==> src/rtl/prog_loader_pkg.sv <==
// prog_loader_pkg
//   Shared types for the program loader: FSM state encoding, error cause
//   codes and the byte-index to byte-lane mapping used by the assembler.
package prog_loader_pkg;

  typedef enum logic [2:0] {
    IDLE    = 3'd0,
    COLLECT = 3'd1,
    WRITE   = 3'd2,
    DONE    = 3'd3,
    ERROR   = 3'd4
  } state_e;

  localparam logic [1:0] ERR_NONE     = 2'b00;
  localparam logic [1:0] ERR_OVERRUN  = 2'b01;
  localparam logic [1:0] ERR_ADDR_OVF = 2'b10;

  // Lane that receives the k-th byte of a word (of nb bytes).
  function automatic int lane_of(input int k, input int nb, input bit lsb_first);
    if (lsb_first) begin
      return k;
    end else begin
      return nb - k - 32'sd1;
    end
  endfunction

endpackage

==> src/rtl/prog_loader_asm.sv <==
// prog_loader_asm
//   Byte-to-word assembler. Steers each accepted byte into its lane, tracks
//   how many bytes of the current word are held and discards a partial word
//   after TIMEOUT_CYC idle cycles (0 disables the timeout).
// Ports:
//   clk_i, rst_ni   clock, asynchronous active-low reset
//   clr_i           synchronous return to reset values
//   en_i            bytes are accepted only while high
//   rx_dv_i         byte strobe
//   rx_byte_i       received byte
//   word_valid_o    combinational: this byte completes a word
//   word_o          combinational: held bytes merged with the current byte
module prog_loader_asm
  import prog_loader_pkg::*;
#(
  parameter int DATA_W      = 32,
  parameter bit LSB_FIRST   = 1'b1,
  parameter int TIMEOUT_CYC = 100000
) (
  input  logic              clk_i,
  input  logic              rst_ni,
  input  logic              clr_i,
  input  logic              en_i,
  input  logic              rx_dv_i,
  input  logic [7:0]        rx_byte_i,
  output logic              word_valid_o,
  output logic [DATA_W-1:0] word_o
);

  localparam int NB = DATA_W / 8;
  localparam int CW = (NB > 2) ? $clog2(NB) : 1;
  localparam int TW = (TIMEOUT_CYC > 1) ? $clog2(TIMEOUT_CYC + 1) : 1;
  localparam logic [CW-1:0] CNT_LAST = CW'(NB - 1);
  localparam logic [CW-1:0] CNT_ONE  = CW'(1'b1);
  localparam logic [CW-1:0] CNT_ZERO = CW'(1'b0);
  localparam logic [TW-1:0] TMO_LAST = TW'((TIMEOUT_CYC > 0) ? (TIMEOUT_CYC - 1) : 0);
  localparam logic [TW-1:0] TMO_ONE  = TW'(1'b1);
  localparam logic [TW-1:0] TMO_ZERO = TW'(1'b0);

  logic [DATA_W-1:0] hold_r;
  logic [CW-1:0]     byte_cnt_r;
  logic [TW-1:0]     tmo_cnt_r;
  logic              accept_s;
  logic              tmo_hit_s;
  logic [DATA_W-1:0] word_s;
  int                lane_s;

  assign accept_s = en_i & rx_dv_i;

  // Merge the incoming byte into its lane on top of the held bytes.
  always_comb begin
    lane_s = lane_of(int'(byte_cnt_r), NB, LSB_FIRST);
    word_s = hold_r;
    for (int i = 0; i < NB; i++) begin
      if (i == lane_s) begin
        word_s[i*8 +: 8] = rx_byte_i;
      end else begin
        word_s[i*8 +: 8] = hold_r[i*8 +: 8];
      end
    end
  end

  // A word completes on the byte arriving while the last index is pending.
  always_comb begin
    if (accept_s && (byte_cnt_r == CNT_LAST)) begin
      word_valid_o = 1'b1;
    end else begin
      word_valid_o = 1'b0;
    end
  end

  // Timeout fires only while a partial word is held and no byte arrives.
  always_comb begin
    if ((TIMEOUT_CYC > 0) && (byte_cnt_r != CNT_ZERO) && !accept_s && (tmo_cnt_r == TMO_LAST)) begin
      tmo_hit_s = 1'b1;
    end else begin
      tmo_hit_s = 1'b0;
    end
  end

  assign word_o = word_s;

  // Byte holding register, byte index and idle-cycle counter.
  always_ff @(posedge clk_i or negedge rst_ni) begin
    if (!rst_ni) begin
      hold_r     <= '0;
      byte_cnt_r <= CNT_ZERO;
      tmo_cnt_r  <= TMO_ZERO;
    end else if (clr_i) begin
      hold_r     <= '0;
      byte_cnt_r <= CNT_ZERO;
      tmo_cnt_r  <= TMO_ZERO;
    end else if (accept_s) begin
      hold_r    <= word_s;
      tmo_cnt_r <= TMO_ZERO;
      if (byte_cnt_r == CNT_LAST) begin
        byte_cnt_r <= CNT_ZERO;
      end else begin
        byte_cnt_r <= byte_cnt_r + CNT_ONE;
      end
    end else if (tmo_hit_s) begin
      byte_cnt_r <= CNT_ZERO;
      tmo_cnt_r  <= TMO_ZERO;
    end else if ((TIMEOUT_CYC > 0) && (byte_cnt_r != CNT_ZERO)) begin
      tmo_cnt_r <= tmo_cnt_r + TMO_ONE;
    end else begin
      tmo_cnt_r <= TMO_ZERO;
    end
  end

endmodule

==> src/rtl/prog_loader.sv <==
// prog_loader
//   UART-fed program loader: assembles bytes into DATA_W-bit words and writes
//   them to instruction memory over a request/grant port from a programmable
//   base address. END_WORD ends loading (done_o); overrun and address overflow
//   end it with err_o. clear_i returns from DONE/ERROR to IDLE.
// Ports:
//   clk_i, rst_ni        clock, asynchronous active-low reset
//   rx_dv_i, rx_byte_i   received byte and its one-cycle strobe
//   base_addr_i          start word address, taken on the first byte
//   clear_i              leave DONE/ERROR
//   gnt_i                memory accepts the pending write
//   we_o, addr_o, wdata_o  write request, word address, data
//   done_o, err_o, err_cause_o  status levels
//   word_cnt_o, csum_o   words written, mod-256 byte sum of written words
module prog_loader
  import prog_loader_pkg::*;
#(
  parameter int                DATA_W      = 32,
  parameter int                ADDR_W      = 14,
  parameter bit                LSB_FIRST   = 1'b1,
  parameter logic [DATA_W-1:0] END_WORD    = DATA_W'(32'h00000FFF),
  parameter int                TIMEOUT_CYC = 100000
) (
  input  logic              clk_i,
  input  logic              rst_ni,
  input  logic              rx_dv_i,
  input  logic [7:0]        rx_byte_i,
  input  logic [ADDR_W-1:0] base_addr_i,
  input  logic              clear_i,
  input  logic              gnt_i,
  output logic              we_o,
  output logic [ADDR_W-1:0] addr_o,
  output logic [DATA_W-1:0] wdata_o,
  output logic              done_o,
  output logic              err_o,
  output logic [1:0]        err_cause_o,
  output logic [ADDR_W:0]   word_cnt_o,
  output logic [7:0]        csum_o
);

  localparam int NB = DATA_W / 8;
  localparam logic [ADDR_W-1:0] ADDR_ONE = ADDR_W'(1'b1);
  localparam logic [ADDR_W-1:0] ADDR_MAX = '1;
  localparam logic [ADDR_W:0]   CNT_ONE  = (ADDR_W + 1)'(1'b1);

  state_e            state_r, state_s;
  logic [ADDR_W-1:0] addr_r, addr_s;
  logic [DATA_W-1:0] wdata_r, wdata_s;
  logic              we_r, we_s;
  logic              done_r, done_s;
  logic              err_r, err_s;
  logic [1:0]        cause_r, cause_s;
  logic [ADDR_W:0]   word_cnt_r, word_cnt_s;
  logic [7:0]        csum_r, csum_s;
  logic [7:0]        wsum_s;
  logic              asm_en_s;
  logic              clr_s;
  logic              word_valid_s;
  logic [DATA_W-1:0] word_s;

  // Clear is honoured only in the terminal states.
  always_comb begin
    if (clear_i && ((state_r == DONE) || (state_r == ERROR))) begin
      clr_s = 1'b1;
    end else begin
      clr_s = 1'b0;
    end
  end

  assign asm_en_s = (state_r == IDLE) || (state_r == COLLECT);

  prog_loader_asm #(
    .DATA_W      (DATA_W),
    .LSB_FIRST   (LSB_FIRST),
    .TIMEOUT_CYC (TIMEOUT_CYC)
  ) u_asm (
    .clk_i        (clk_i),
    .rst_ni       (rst_ni),
    .clr_i        (clr_s),
    .en_i         (asm_en_s),
    .rx_dv_i      (rx_dv_i),
    .rx_byte_i    (rx_byte_i),
    .word_valid_o (word_valid_s),
    .word_o       (word_s)
  );

  // Byte sum of the word being written, folded into the checksum on grant.
  always_comb begin
    wsum_s = 8'd0;
    for (int i = 0; i < NB; i++) begin
      wsum_s = wsum_s + wdata_r[i*8 +: 8];
    end
  end

  // Next-state and next-output logic.
  always_comb begin
    state_s    = state_r;
    addr_s     = addr_r;
    wdata_s    = wdata_r;
    we_s       = we_r;
    done_s     = done_r;
    err_s      = err_r;
    cause_s    = cause_r;
    word_cnt_s = word_cnt_r;
    csum_s     = csum_r;
    case (state_r)
      IDLE: begin
        if (rx_dv_i) begin
          addr_s  = base_addr_i;
          state_s = COLLECT;
        end else begin
          state_s = IDLE;
        end
      end
      COLLECT: begin
        if (word_valid_s) begin
          if (word_s == END_WORD) begin
            done_s  = 1'b1;
            state_s = DONE;
          end else begin
            we_s    = 1'b1;
            wdata_s = word_s;
            state_s = WRITE;
          end
        end else begin
          state_s = COLLECT;
        end
      end
      WRITE: begin
        // A byte during a pending write wins over a simultaneous grant.
        if (rx_dv_i) begin
          we_s    = 1'b0;
          err_s   = 1'b1;
          cause_s = ERR_OVERRUN;
          state_s = ERROR;
        end else if (gnt_i) begin
          we_s       = 1'b0;
          word_cnt_s = word_cnt_r + CNT_ONE;
          csum_s     = csum_r + wsum_s;
          if (addr_r == ADDR_MAX) begin
            err_s   = 1'b1;
            cause_s = ERR_ADDR_OVF;
            state_s = ERROR;
          end else begin
            addr_s  = addr_r + ADDR_ONE;
            state_s = COLLECT;
          end
        end else begin
          state_s = WRITE;
        end
      end
      DONE, ERROR: begin
        // addr_o deliberately holds across clear.
        if (clr_s) begin
          wdata_s    = '0;
          we_s       = 1'b0;
          done_s     = 1'b0;
          err_s      = 1'b0;
          cause_s    = ERR_NONE;
          word_cnt_s = '0;
          csum_s     = 8'd0;
          state_s    = IDLE;
        end else begin
          we_s = 1'b0;
        end
      end
      default: begin
        we_s    = 1'b0;
        state_s = IDLE;
      end
    endcase
  end

  // State and output registers.
  always_ff @(posedge clk_i or negedge rst_ni) begin
    if (!rst_ni) begin
      state_r    <= IDLE;
      addr_r     <= '0;
      wdata_r    <= '0;
      we_r       <= 1'b0;
      done_r     <= 1'b0;
      err_r      <= 1'b0;
      cause_r    <= ERR_NONE;
      word_cnt_r <= '0;
      csum_r     <= 8'd0;
    end else begin
      state_r    <= state_s;
      addr_r     <= addr_s;
      wdata_r    <= wdata_s;
      we_r       <= we_s;
      done_r     <= done_s;
      err_r      <= err_s;
      cause_r    <= cause_s;
      word_cnt_r <= word_cnt_s;
      csum_r     <= csum_s;
    end
  end

  assign we_o        = we_r;
  assign addr_o      = addr_r;
  assign wdata_o     = wdata_r;
  assign done_o      = done_r;
  assign err_o       = err_r;
  assign err_cause_o = cause_r;
  assign word_cnt_o  = word_cnt_r;
  assign csum_o      = csum_r;

endmodule

==> config.mk <==
export PLATFORM = sky130hd
export DESIGN_NAME = prog_loader
export DESIGN_NICKNAME = d
export VERILOG_FILES = /design/src/rtl/prog_loader_pkg.sv /design/src/rtl/prog_loader_asm.sv /design/src/rtl/prog_loader.sv
export SDC_FILE = /design/constraint.sdc
export NUM_CORES = 1
export LEC_CHECK = 0
export ABC_CLOCK_PERIOD_IN_PS = 4300
export BUFFER_PORTS_ARGS = -buffer_cell sky130_fd_sc_hd__buf_2
export CORE_MARGIN = 1
export CORE_UTILIZATION = 50
export DETAILED_ROUTE_END_ITERATION = 8
export GPL_TIMING_DRIVEN = 1
export PLACE_DENSITY_LB_ADDON = 0.15
export SYNTH_ARGS = -nofsm -noshare
export SYNTH_HDL_FRONTEND = slang
export SYNTH_SLANG_ARGS = --single-unit
==> constraint.sdc <==
create_clock -name clk_i -period 4.3 [get_ports clk_i]
set_input_delay 0.43 -clock clk_i [delete_from_list [all_inputs] [get_ports clk_i]]
set_output_delay 0.43 -clock clk_i [all_outputs]
set_load 0.1 [all_outputs]
==> summary.md, run 1 <==
| Metric | Value |
|---|---|
| Initial antenna violation count | `0` |
| Critical-path top delay cell | `fa_1` |
| Vias/cell | `5.84` |
| Number of flops mapped to enable cells by yosys | `0` |
| H-tree depth | `4` |
| Initial core utilization | `52.0%` |
| Initial DRC count | `347` |
| Reg2Reg Depth | `14` |
| Mean post-synth cell area | `between 10 and 15 um2` |
| Die Y | `120 um` |
| Pins Over Slew Limit | `0` |
| Syn Nets | `~750` |
| Clock Sinks | `128` |
| Synthesized area | `slightly below 7000 um2` |
| Synth top area share | `a little under half` |
| Final worst-path cycle share | `82.7%` |
| Register bit total from synthesis | `between 100 and 150` |
| Max-slew headroom | `17.5%` |
| Clock transition at the registers of the reported paths | `0.06 ns` |
| Sequential-to-total area share from yosys stat | `between 40% and 50%` |
| Worst Path Required | `around 4.6 ns` |
| Routed wire per std cell | `approximately 18 um` |
| Largest stage delay, worst path | `between 0.5 and 0.6 ns` |
| CTS resizes | `0` |
| Core Region | `about 13000 um2` |
| Critical path class | `register to register` |
| CP endpoint kind | `register` |
| I/O pin count | `101` |
| Routed Antenna Nets | `0` |
| Largest net degree at the start of global routing | `74` |
| Worst-Margin Slew | `roughly 1.2 ns` |
| Worst Skew | `~0.0080 ns` |
| Global-route wire length before repair | `a little under 30000 um` |
| Post-DP HPWL | `between 10000 and 15000 um` |
| Ant diodes | `0` |
| Distinct cells, synth | `57` |
| Post-Syn Instances | `687` |
| Area Overhead vs Synth | `18.3%` |
| Final net count | `between 800 and 900` |
| Final hold violations | `0` |
| CP max FO | `3` |
| Die area | `14400 um2` |
| Final WS setup | `between 0.7 and 0.8 ns` |
| Pre-CTS WS | `about 0.79 ns` |
| Root buf cell | `clkbuf_16` |
| Vias in the first global route | `roughly 5700` |
| Synth area leaders | `dfrtp_1 (46%), a22o_1 (5.8%), fa_1 (5.8%), inv_1 (3.8%), mux2i_1 (3.0%)` |
| Via count | `between 5000 and 6000` |
| Worst Hold Class | `primary input to async pin` |
| GRT Resource Usage Total | `about a quarter` |
| Synth Flop Type | `dfrtp_1` |
| YS warnings | `0` |
| Post-CTS Setup Bufs | `0` |
| RSZ-0062 raised after global routing | `false` |
| CTS tree | `built` |
| Die X | `approximately 120 um` |
| Worst-Skew Late Latency | `0.42 ns` |
| Max-Cap Viols | `0` |
| Tmin final | `3.56 ns` |
| Area leader, netlist | `dfrtp_1` |
| Gpl congestion | `around 0.82` |
| DRC viols | `0` |
| Status | `finished, final reports clean` |
| Clock Tree Buf Depth | `2` |
| Hold-fix buffers, CTS | `0` |
| Total grt overflow | `0` |
| CP Launch Type | `register` |
| CTS Buf Count | `17` |
| Ordered cell list for the critical path | `inv_1, fa_1, inv_1, fa_1, inv_1, fa_1, inv_1, ha_1, a21o_1, a21oi_1, o21bai_1, a21oi_1, xor2_1, o22ai_1` |
| I/O Buffers | `100` |
| FFs w/ async S/R, synth | `100%` |
| Crit path DAT | `between 3 and 4 ns` |
| Final wirelength | `between 15000 and 20000 um` |
| Setup violators final | `0` |
| FMAX | `~0.28 GHz` |
| DRT Pass-1 Iters | `4` |
| Cell Rows | `between 40 and 50` |
| TNS Setup | `0 ns` |
| Share of layout cells above drive strength 1 | `a little under 20%` |
| Most frequent CP cell | `inv_1` |
==> worst paths after layout <==
path                             startpoint          endpoint  slack [ns]
max                              wdata_o[2]         csum_o[6]        0.74
max reg2reg                      wdata_o[2]         csum_o[6]        0.74
min reg2reg                u_asm.hold_r[15]  u_asm.hold_r[15]        0.50
max in group asynchronous            rst_ni        addr_o[11]        3.18
min                                  rst_ni     word_cnt_o[2]        0.15
min in group clk_i           base_addr_i[1]         addr_o[1]        0.27
==> flip-flops by register name, summed over array words and instances, names as in the netlist <==
name / flops
done_o: 1
u_asm.byte_cnt_r: 2
u_asm.tmo_cnt_r: 17
we_o: 1
err_o: 1
wdata_o: 32
csum_o: 8
u_asm.hold_r: 32
word_cnt_o: 15
state_r: 3
addr_o: 14
err_cause_o: 2
==> cell usage after synthesis, types with 3 or more instances <==
cell and number:
a21oi_1 39, a22o_1 46, and3_1 11, buf_2 15, buf_4 3, clkbuf_1 17
dfrtp_1 128, fa_1 20, ha_1 15, inv_1 71, mux2_2 3, mux2i_1 21
nand2_1 32, nand2b_1 3, nand3_1 22, nand4_1 13, nand4b_1 3, nor2_1 47
nor2b_1 11, nor3_1 19, nor4_1 4, o21ai_0 20, o21ai_1 3, o22ai_1 18
o2bb2ai_1 23, or3_1 6, xnor2_1 23, xor2_1 13
==> metal layers <==
| metal | share of wire, % | up-vias | global-route usage (%) |
|---|---|---|---|
| met4 | 2.5 | 0 | 11.1 |
| met1 | 44 | 2815 | 34.1 |
| met2 | 48 | 179 | 40.8 |
| met5 | 0 | - | 0 |
| li1 | - | 2604 | - |
| met3 | 5.8 | 29 | 6.46 |
==> cell type report <==
cell class / instances / area [um2]
clock buffers: 20 / 467
clock inverters: 12 / 206
fillers: 1111 / 5160
inverters: 72 / 270
multi-input cells: 449 / 3320
flip-flops and latches: 128 / 3200
well taps: 176 / 220
repair buffers: 107 / 556
==> per-stage QoR <==
step	std cells	hold WS (ns)	area (um2)	utilization, %
final	964	0.148	8240	61.5
after global routing	964	0.210	8240	61.5
after CTS	964	0.168	8240	61.5
after detailed placement	932	0.478	7560	56.5
after global placement	932	0.475	7560	56.5
after floorplan	687	0.134	6960	-
==> cells by family after synthesis <==
| kind of cell | Yosys count | synth area share (%) |
|---|---|---|
| AOI/OAI and AO/OA | 167 | 17.0 |
| xor gates and xnor gates | 36 | 4.53 |
| adders and majority gates | 35 | 8.45 |
| buffers and inverters | 110 | 6.47 |
| DFF | 128 | 46.0 |
| muxes | 24 | 3.50 |
| and+or+nand+nor | 187 | 14.0 |
==> worst max-delay path: cells and delay by family (launching register included) <==
| kind | cells | cell delay (ns) |
|---|---|---|
| adders and majority gates | 4 | 1.88 |
| buffers and inverters | 4 | 0.23 |
| DFF | 1 | 0.37 |
| AOI/OAI and AO/OA | 5 | 0.76 |
| xor gates and xnor gates | 1 | 0.17 |
==> cells in the final DEF (no fill, tap or decap), types with 6 or more instances in the layout <==
master	synthesis	final
dfrtp_1	128	128
buf_2	15	99
inv_1	71	71
nor2_1	47	47
a22o_1	46	46
a21oi_1	39	39
nand2_1	32	32
xnor2_1	23	23
o2bb2ai_1	23	23
nand3_1	22	22
mux2i_1	21	21
o21ai_0	20	20
fa_1	20	20
nor3_1	19	18
o22ai_1	18	18
clkbuf_16	0	17
ha_1	15	15
nand4_1	13	13
xor2_1	13	13
and3_1	11	11
nor2b_1	11	10
buf_4	3	8
or3_1	6	6
Power of run 1 is left out: the tool's default activity adds up to more than one toggle a clock period on the data nets, which glitch-free logic cannot reach.
==> inputs of run 2 (changes only) <==
--- a/config.mk
+++ b/config.mk
@@ -5,7 +5,8 @@
 export SDC_FILE = /design/constraint.sdc
 export NUM_CORES = 1
 export LEC_CHECK = 0
-export ABC_CLOCK_PERIOD_IN_PS = 4300
+export ABC_AREA = 1
+export ABC_CLOCK_PERIOD_IN_PS = 3600
 export BUFFER_PORTS_ARGS = -buffer_cell sky130_fd_sc_hd__buf_2
 export CORE_MARGIN = 1
 export CORE_UTILIZATION = 50
==> constraint.sdc (replaced) <==
create_clock -name clk_i -period 3.6 [get_ports clk_i]
set_input_delay 0.36 -clock clk_i [delete_from_list [all_inputs] [get_ports clk_i]]
set_output_delay 0.36 -clock clk_i [all_outputs]
set_load 0.1 [all_outputs]
==> summary.md, run 2 <==
| Metric | Value |
|---|---|
| Final wirelength | `19700 um` |
| CTS tree | `built` |
| Reg2Reg Depth | `14` |
| Crit path DAT | `3.62 ns` |
| FFs w/ async S/R, synth | `100%` |
| Max-slew headroom | `between 50% and 60%` |
| Most frequent cells in the layout | `nand2_1 (319), inv_1 (161), dfrtp_1 (110), buf_2 (99), nor2_1 (75)` |
| Worst Hold Path Cells | `3` |
| Core Region | `15200 um2` |
| Ordered cell list for the critical path | `inv_1, fa_1, inv_1, fa_1, inv_1, fa_1, inv_1, ha_1, a21oi_1, o21ai_0, a31oi_1, nand3_1, nand3_1, nand2_1` |
| Syn Nets | `between 1000 and 1500` |
| Routed Antenna Nets | `0` |
| Distinct cells, synth | `40` |
| Met1 usage | `35.5%` |
| Most frequent CP cell | `inv_1` |
| Synthesized area | `~7800 um2` |
| Synth Flop Type | `dfrtp_1` |
| Placed cell count | `1291` |
| Share of layout cells above drive strength 1 | `16.1%` |
| DRT Pass-1 Iters | `5` |
| Vias/cell | `between 5 and 6` |
| CP endpoint kind | `register` |
| CP max FO | `5` |
| Vias in the first global route | `6322` |
| YS warnings | `0` |
| Setup violators final | `0` |
| Critical path class | `register to register` |
| Post-DP HPWL | `about 14000 um` |
| RSZ-0062 raised after global routing | `false` |
| H-tree depth | `4` |
| Clock Tree Buf Depth | `2` |
| Sequential-to-total area share from yosys stat | `between 40% and 50%` |
| Worst Path Required | `a little under 4 ns` |
| Post-Syn Instances | `about 1000` |
| Global Route met3 Usage | `between 5 and 6%` |
| Total grt overflow | `0` |
| Critical-path top delay cell | `fa_1` |
| Routed wire per std cell | `around 15 um` |
| Status | `finished, final reports clean` |
| Worst Skew | `0.00604 ns` |
| Die Y | `127 um` |
| Number of flops mapped to enable cells by yosys | `0` |
| I/O pin count | `roughly 100` |
| Worst hold slack | `around 0.22 ns` |
| Final hold violations | `0` |
| FMAX | `slightly above 0.3 GHz` |
| I/O Buffers | `100` |
| Area Overhead vs Synth | `15.9%` |
| Gpl congestion | `roughly 0.9` |
| Synth area leaders | `dfrtp_1 (41%), nand2_1 (15%), inv_1 (7.8%), fa_1 (5.1%), nand4_1 (3.9%)` |
| Clock Sinks | `between 100 and 150` |
| Worst Hold Class | `primary input to register` |
| Layout Cells excl Fill | `1324` |
| Max-Cap Viols | `0` |
| Mean post-synth cell area | `7.57 um2` |
| Met2 GRT Util | `between 40% and 50%` |
| Via count | `6927` |
| TNS Setup | `0 ns` |
| Final net count | `1185` |
| Leading cell type in the layout, fill and taps excluded | `nand2_1` |
| Worst-Skew Late Latency | `about 0.42 ns` |
| Top-count cell post-synth | `nand2_1` |
| Largest net degree at the start of global routing | `69` |
| Synth top area share | `between 40 and 50%` |
| Post-synth top cells | `nand2_1 (319), inv_1 (161), dfrtp_1 (128), nor2_1 (75), nand4_1 (49)` |
| Root buf cell | `clkbuf_16` |
| Initial antenna violation count | `0` |
| Ant diodes | `0` |
| Global-route wire length before repair | `between 30000 and 40000 um` |
| Initial DRC count | `500` |
| CTS Buf Count | `17` |
| Worst-Margin Slew | `just under 0.7 ns` |
| Largest stage delay, worst path | `about 0.54 ns` |
| Area leader, netlist | `dfrtp_1` |
| DRC viols | `0` |
| Final worst-path cycle share | `between 90% and 100%` |
| Die area | `approximately 16000 um2` |
| GRT Resource Usage Total | `around 26%` |
| Initial core utilization | `around half` |
| Tmin final | `around 3.3 ns` |
| Die X | `around 130 um` |
| Cell Rows | `between 40 and 50` |
| Clock transition at the registers of the reported paths | `approximately 0.060 ns` |
| Pins Over Slew Limit | `0` |
| GR peak layer | `met2` |
| CP Launch Type | `register` |
| Register bit total from synthesis | `about 130` |
run 2: cell families after synthesis:
family | Yosys count | share of synthesized area, %
AO/OA/AOI/OAI | 110 | 8.21
AND/OR/NAND/NOR | 527 | 29.6
XOR/XNOR | 23 | 2.59
adder cells (fa/ha/maj) | 35 | 7.55
flip-flops | 128 | 41.1
buffers and inverters | 206 | 10.9
run 2: critical path: cells and delay by family (launching register included):
family / cells / cell delay (ns)
compound gates: 3 / 0.51
flops: 1 / 0.36
fa+ha+maj: 4 / 1.87
simple gates: 3 / 0.25
buf+inv: 4 / 0.21
run 2: stage by stage:
stage                     utilization, %  setup WS, ns  area (um2)
after floorplan                        -        0.0435        7810
after global placement              55.4         0.364        8420
after detailed placement            55.4         0.313        8420
after CTS                           59.4         0.286        9020
after global routing                59.4        0.0750        9020
final                               59.4         0.292        9020
run 2: final cells by class:
class                   instances  area, um2
fillers                      1375       6180
multi-input cells             695       3740
flip-flops and latches        128       3230
inverters                     171        642
repair buffers                110        593
clock buffers                  19        453
well taps                     188        235
clock inverters                13        138
run 2: layer usage:
metal	vias up	wire length, um
li1	3463	-
met1	3249	8940
met2	190	9540
met3	25	875
met4	0	349
met5	-	0
run 2: repair_timing:
action,4_1_cts,5_1_grt
setup buffers,0,0
hold endpoints to repair,25,0
gates resized for setup,0,0
setup endpoints to repair,0,0
hold buffers,1,0
run 2: path summary, 6_finish.rpt:
| path | startpoint | end | slack (ns) |
|---|---|---|---|
| setup / recovery | wdata_o[4] | csum_o[7] | 0.29 |
| hold / removal | base_addr_i[13] | addr_o[13] | 0.22 |
| setup reg to reg | wdata_o[4] | csum_o[7] | 0.29 |
| hold reg to reg | err_cause_o[0] | err_cause_o[0] | 0.47 |
| max in group asynchronous | rst_ni | wdata_o[2] | 2.40 |
| min in group asynchronous | rst_ni | word_cnt_o[12] | 0.39 |
Power of run 2 is left out for the same reason.
